### src/rtl/lc4_issue_ss.sv
// lc4_issue_ss: two-slot decode/issue buffer for the two-pipe LC4 core.
// Holds up to two decoded packets in program order, and each cycle issues
// 0, 1 or 2 of them into pipes A and B. It also drives the register-file read
// selectors and refills its slots from fetch.
// Optional build macro LC4_ISSUE_STATS_EN adds three 16-bit saturating
// issue-statistics counters as extra output ports.
module lc4_issue_ss #(
   parameter int PKT_W = 47
) (
   input  logic             clk,
   input  logic             rst,
   input  logic             gwe,
   input  logic             i_f_valid_0,
   input  logic [PKT_W-1:0] i_f_pkt_0,
   input  logic             i_f_valid_1,
   input  logic [PKT_W-1:0] i_f_pkt_1,
   output logic [1:0]       o_f_take,
   input  logic             i_flush,
   input  logic             i_x_load_A,
   input  logic [2:0]       i_x_rd_A,
   input  logic             i_x_load_B,
   input  logic [2:0]       i_x_rd_B,
   output logic             o_issue_A,
   output logic [PKT_W-1:0] o_pkt_A,
   output logic             o_issue_B,
   output logic [PKT_W-1:0] o_pkt_B,
   output logic [2:0]       o_rs_A,
   output logic [2:0]       o_rt_A,
   output logic [2:0]       o_rs_B,
   output logic [2:0]       o_rt_B
`ifdef LC4_ISSUE_STATS_EN
   ,
   output logic [15:0]      o_cnt_dual,
   output logic [15:0]      o_cnt_split,
   output logic [15:0]      o_cnt_stall
`endif
);

   // Decoded packet layout, MSB first (47 bits total).
   typedef struct packed {
      logic [15:0] pc;
      logic [15:0] insn;
      logic [2:0]  rs;
      logic        rs_re;
      logic [2:0]  rt;
      logic        rt_re;
      logic [2:0]  rd;
      logic        rd_we;
      logic        is_mem;
      logic        is_load;
      logic        is_ctrl;
   } pkt_t;

   pkt_t       slot0_q, slot0_d, slot1_q, slot1_d;
   logic       v0_q, v0_d, v1_q, v1_d;
   logic       lu0, lu1, raw_pair, mem_pair, issue_a, issue_b;
   logic [1:0] n_rem, n_free, n_fetch, take;

   // A slot must wait if either X-stage load writes a register it reads.
   function automatic logic load_use(input pkt_t p,
                                     input logic la, input logic [2:0] ra,
                                     input logic lb, input logic [2:0] rb);
      logic hit_a, hit_b;
      hit_a = la && ((p.rs_re && p.rs == ra) || (p.rt_re && p.rt == ra));
      hit_b = lb && ((p.rs_re && p.rs == rb) || (p.rt_re && p.rt == rb));
      return hit_a || hit_b;
   endfunction

   // Hazard detection and the issue decision for both pipes.
   always_comb begin
      lu0      = load_use(slot0_q, i_x_load_A, i_x_rd_A, i_x_load_B, i_x_rd_B);
      lu1      = load_use(slot1_q, i_x_load_A, i_x_rd_A, i_x_load_B, i_x_rd_B);
      raw_pair = slot0_q.rd_we &&
                 ((slot1_q.rs_re && slot1_q.rs == slot0_q.rd) ||
                  (slot1_q.rt_re && slot1_q.rt == slot0_q.rd));
      mem_pair = slot0_q.is_mem && slot1_q.is_mem;
      issue_a  = v0_q && !lu0 && !i_flush;
      // Pipe B never runs ahead of pipe A, past a branch, or into a second
      // data-memory access in the same cycle.
      issue_b  = issue_a && v1_q && !lu1 && !raw_pair && !mem_pair &&
                 !slot0_q.is_ctrl;
   end

   // Fetch handshake: take as many in-order packets as there will be free slots.
   always_comb begin
      n_rem   = {1'b0, v0_q} + {1'b0, v1_q} - {1'b0, issue_a} - {1'b0, issue_b};
      n_free  = 2'd2 - n_rem;
      n_fetch = !i_f_valid_0 ? 2'd0 : (i_f_valid_1 ? 2'd2 : 2'd1);
      take    = i_flush ? 2'd0 : ((n_free < n_fetch) ? n_free : n_fetch);
   end

   // Next slot contents: compact the surviving packet down, then refill in order.
   always_comb begin
      // NOTE: every always_comb target gets a default first so no latch is inferred.
      slot0_d = slot0_q;
      slot1_d = slot1_q;
      v0_d    = v0_q;
      v1_d    = v1_q;
      if (i_flush) begin
         v0_d = 1'b0;
         v1_d = 1'b0;
      end else begin
         if (issue_a) begin
            if (issue_b || !v1_q) begin
               v0_d = 1'b0;
            end else begin
               slot0_d = slot1_q;   // split issue: the younger packet moves to pipe A
               v0_d    = 1'b1;
            end
            v1_d = 1'b0;
         end
         if (!v0_d) begin
            if (take != 2'd0) begin
               slot0_d = pkt_t'(i_f_pkt_0);
               v0_d    = 1'b1;
            end
            if (take == 2'd2) begin
               slot1_d = pkt_t'(i_f_pkt_1);
               v1_d    = 1'b1;
            end
         end else if (!v1_d && take != 2'd0) begin
            slot1_d = pkt_t'(i_f_pkt_0);
            v1_d    = 1'b1;
         end
      end
   end

   // Slot registers advance only on global write enable; reset clears the valid bits.
   always_ff @(posedge clk) begin
      if (gwe) begin
         // NOTE: sequential state uses non-blocking assignments only.
         if (rst) begin
            v0_q <= 1'b0;
            v1_q <= 1'b0;
         end else begin
            v0_q <= v0_d;
            v1_q <= v1_d;
         end
      end
   end

   // Packet payloads: left unreset on purpose, since the valid bits mask every use.
   always_ff @(posedge clk) begin
      if (gwe && !rst) begin
         slot0_q <= slot0_d;
         slot1_q <= slot1_d;
      end
   end

   // Output drive: everything reads as zero for an empty slot.
   always_comb begin
      o_f_take  = take;
      o_issue_A = issue_a;
      o_issue_B = issue_b;
      o_pkt_A   = v0_q ? PKT_W'(slot0_q) : '0;
      o_pkt_B   = v1_q ? PKT_W'(slot1_q) : '0;
      o_rs_A    = v0_q ? slot0_q.rs : 3'd0;
      o_rt_A    = v0_q ? slot0_q.rt : 3'd0;
      o_rs_B    = v1_q ? slot1_q.rs : 3'd0;
      o_rt_B    = v1_q ? slot1_q.rt : 3'd0;
   end

`ifdef LC4_ISSUE_STATS_EN
   logic [15:0] cnt_dual_q, cnt_split_q, cnt_stall_q;

   // Saturating statistics counters for dual issue, split issue and stall.
   always_ff @(posedge clk) begin
      if (rst) begin
         cnt_dual_q  <= '0;
         cnt_split_q <= '0;
         cnt_stall_q <= '0;
      end else if (gwe) begin
         if (issue_a && issue_b && cnt_dual_q != 16'hFFFF)
            cnt_dual_q <= cnt_dual_q + 16'd1;
         if (issue_a && !issue_b && v1_q && cnt_split_q != 16'hFFFF)
            cnt_split_q <= cnt_split_q + 16'd1;
         if (v0_q && !issue_a && cnt_stall_q != 16'hFFFF)
            cnt_stall_q <= cnt_stall_q + 16'd1;
      end
   end

   assign o_cnt_dual  = cnt_dual_q;
   assign o_cnt_split = cnt_split_q;
   assign o_cnt_stall = cnt_stall_q;
`endif

endmodule

### config.mk
export PLATFORM = sky130hd
export DESIGN_NAME = lc4_issue_ss
export DESIGN_NICKNAME = d
export VERILOG_FILES = /design/src/rtl/lc4_issue_ss.sv
export SDC_FILE = /design/constraint.sdc
export NUM_CORES = 1
export LEC_CHECK = 0
export CAP_MARGIN = 25
export CORE_MARGIN = 2
export CORE_UTILIZATION = 41
export CTS_CLUSTER_DIAMETER = 60
export DETAILED_ROUTE_END_ITERATION = 10
export PLACE_DENSITY = 0.78
export SYNTH_ARGS = -nofsm -noshare
export SYNTH_HDL_FRONTEND = slang
export SYNTH_SLANG_ARGS = --single-unit
### constraint.sdc
create_clock -name clk -period 8.3 [get_ports clk]
set_input_delay 2.49 -clock clk [delete_from_list [all_inputs] [get_ports clk]]
set_output_delay 2.49 -clock clk [all_outputs]
set_load 0.01 [all_outputs]
==> results.yml <==
outcome:
  status: "finished, final reports clean"
finish:
  multi_input_area_um2: 2760
  stdcell_area_um2: 8550
  nFillCells: 1110
  regArea_um2: 2880
  syn_to_final_growth_pct: 43.9
  final_common_cell: "clkdlybuf4s50_1"
  drive_gt1_share_pct: 18.4
  diodes: 0
  layout_common_cells: "210 x clkdlybuf4s50_1, 96 x edfxtp_1, 95 x and2_1"
  nets: 787
floorplan:
  initial_core_util_pct: 42.3
  core-area_um2: 14000
  rows: 43
  io_pins: 218
  fp.dieW_um: 124
  dieArea_um2: 15500
  die_h_um: 124
critical_path:
  cp.required_ns: 5.81
  cp-end-kind: "output port"
  setup.worst_path.start_class: "primary input"
  reg2reg_depth: 16
  cp_max_fo: 2
  critical_path.reg2reg.endpoint: "slot1_q[14]$_DFFE_PP_"
  cp_cell_sequence: "clkdlybuf4s50_1, nand2b_1, nor3_1, nand2_2, nor2_2, fa_1, ha_1, xor2_1, buf_4, ha_1, nor2b_1, clkdlybuf4s50_1"
  arrival_ns: 5.62
  critical_path_class: "primary input to output port"
  rr_startpoint: "slot1_q[12]$_DFFE_PP_"
  critPathMaxStageDelay_ns: 0.56
  slowest_stage: "clkdlybuf4s50_1"
  rrSetupSlack_ns: 3.52
clock_tree:
  numCtsBuffers: 9
  worstSkewPairLatency_ns: 0.35
  clk_pin_slew_ns: 0.07
  root_buffer: "clkbuf_16"
  cts_tree: "done"
  h-tree-depth: 3
  clk_path_buf_depth: 2
  hold_buffers: 0
  clock-sinks: 96
global_route:
  grt_pass1_wl_um: 26600
  grt_usage_pct: 21.4
  grt_max_degree: 53
  antenna_found_initial: 0
  grt-ovfl-total: 0
  first_global_vias: 4914
placement:
  post-dp-hpwl_um: 11600
  gp_congestion: 0.812
  dpl_cell_area_um2: 8230
  port_buffers: 217
  pre_cts_ws_ns: -0.468
pwr:
  p_int_uw: 961
  leakage_nw: 2.95
  clockPowerShare_pct: 33.4
  seqPwrFrac_pct: 44.1
  vdd_ir_drop_max_v: 0.000110
  power_frac_comb_pct: 22.5
  p_sw_uw: 319
  powerDensity_nw_per_um2: 150
  switching_share_pct: 24.9
detailed_routing:
  drc: 0
  firstDrtPassIters: 4
  drt_wl_total_um: 16800
  ant_nets: 0
  drt-vias-per-instance: 5.45
  wl_per_cell_um: 19.5
  num_vias: 4683
  drt-initial-drc-count: 225
yosys:
  synth_edf_count: 96
  synth_top_family_by_area: "simple AND/OR/NAND/NOR gates"
  synth_compound_area_share_pct: 11.4
  synth-adder-area-share_pct: 0.968
  synth-xor-area-share_pct: 4.57
  yosysTopAreaCellShare_pct: 48.5
  ys_seq_elements: 96
  yosys-top-cells-area: "edfxtp_1 49%, and2_1 10%, mux2_2 5.3%"
  syn_area_per_cell_um2: 12.5
  syn-num-nets: 586
  yosys_warnings: 0
  synthCells: 474
  async_flop_share_pct: 0
  yosysUniqueCellTypes: 46
  muxShareOfSynthArea_pct: 10.3
  synth.largest_area_cell: "edfxtp_1"
  yosys_most_used_dff: "edfxtp_1"
  synth-simple-area-share_pct: 18.2
  ys_seq_area_share_pct: 48.5
  syn_area_um2: 5940
timing:
  slew_violations: 0
  finalHoldViolCount: 0
  fmax_mhz: 123
  min_period_ns: 8.11
  worst_pin_slew_ns: 0.997
  setup_slack_ns: 0.192
  skew_ns: 0.00978
  rsz0062_at_grt: "no"
  period_share_pct: 97.7
  setup_viol_count_final: 0
  max-slew-margin-rel_pct: 33.3
worst_hold_path:
  hp-class: "register to register"
  min_path_cells: 1
  min_from: "slot0_q[40]$_DFFE_PP_"
  holdPathEnd: "slot0_q[40]$_DFFE_PP_"
job:
  maxCapViolCount: 0
## layer usage
metal / share of wire (%) / global-route usage, % / vias up
met5: 0 / 0 / -
met1: 43 / 26.8 / 2307
met2: 49 / 36.9 / 179
met4: 1.6 / 6.87 / 0
met3: 6.4 / 4.47 / 25
li1: - / - / 2172
## worst max-delay path, delay by kind of cell
| family | cells | cell delay [ns] |
|---|---|---|
| and+or+nand+nor | 5 | 1.01 |
| xor gates and xnor gates | 1 | 0.19 |
| adders and majority gates | 3 | 0.79 |
| buffers and inverters | 3 | 1.14 |
## synth_stat cells, drive strengths merged (5+ instances only)
cell type / n
nand2: 6
mux2: 47
buf: 34
edfxtp: 96
inv: 5
xor2: 13
or3: 48
nor2: 6
clkbuf: 15
xnor2: 18
and2: 96
o221a: 46
## worst max-delay path by stage
stage | start | endpoint | depth (start not counted)
global placement | i_x_rd_B[0] | o_f_take[0] | 13
finish | i_flush | o_f_take[1] | 12
floorplan | i_x_rd_A[2] | o_f_take[0] | 13
global route | i_flush | o_f_take[1] | 12
CTS | i_x_rd_A[2] | o_f_take[0] | 13
detailed placement | i_x_rd_B[2] | o_f_take[0] | 13
## power groups by stage
stage / clock, mW / sequential, mW / combinational [mW]
floorplan: 0 / 0.573 / 0.160
global placement: 0 / 0.575 / 0.282
detailed placement: 0 / 0.575 / 0.290
CTS: 0.439 / 0.564 / 0.290
global route: 0.457 / 0.565 / 0.310
finish: 0.428 / 0.564 / 0.288
## registers in the layout (all words and copies together) (netlist names)
name / flops
v0_q: 1
slot0_q: 47
slot1_q: 47
v1_q: 1
## what timing repair did
item,in CTS,in global routing
cloned,0,0
setup buffers,0,0
gates resized for setup,7,6
setup endpoints to repair,2,2
## logic make-up after synthesis
family,after synthesis
fa+ha+maj,4
flops,96
simple gates,176
compound gates,65
buf+inv,54
xor+xnor,31
mux,48
## through the flow
| stage | setup TNS (ns) | power, mW | hold WS, ns | instances | util, % |
|---|---|---|---|---|---|
| floorplan | 0 | 0.733 | 0.591 | 474 | - |
| CTS | 0 | 1.29 | 0.634 | 860 | 60.7 |
| finish | 0 | 1.28 | 0.627 | 860 | 60.9 |
| detailed placement | -0.629 | 0.865 | 0.617 | 844 | 58.6 |
| global route | 0 | 1.33 | 0.645 | 860 | 60.9 |
| global placement | -0.280 | 0.857 | 0.609 | 844 | 58.6 |
## final cells by class
class / count / area share, %
multi-input combinational: 324 / 32.2
timing repair buffer: 239 / 27.6
clock buffer: 10 / 2.68
tap: 180 / 2.63
clock inverter: 6 / 0.892
inverter: 5 / 0.219
sequential: 96 / 33.7
(Power assumes the default switching activity.)
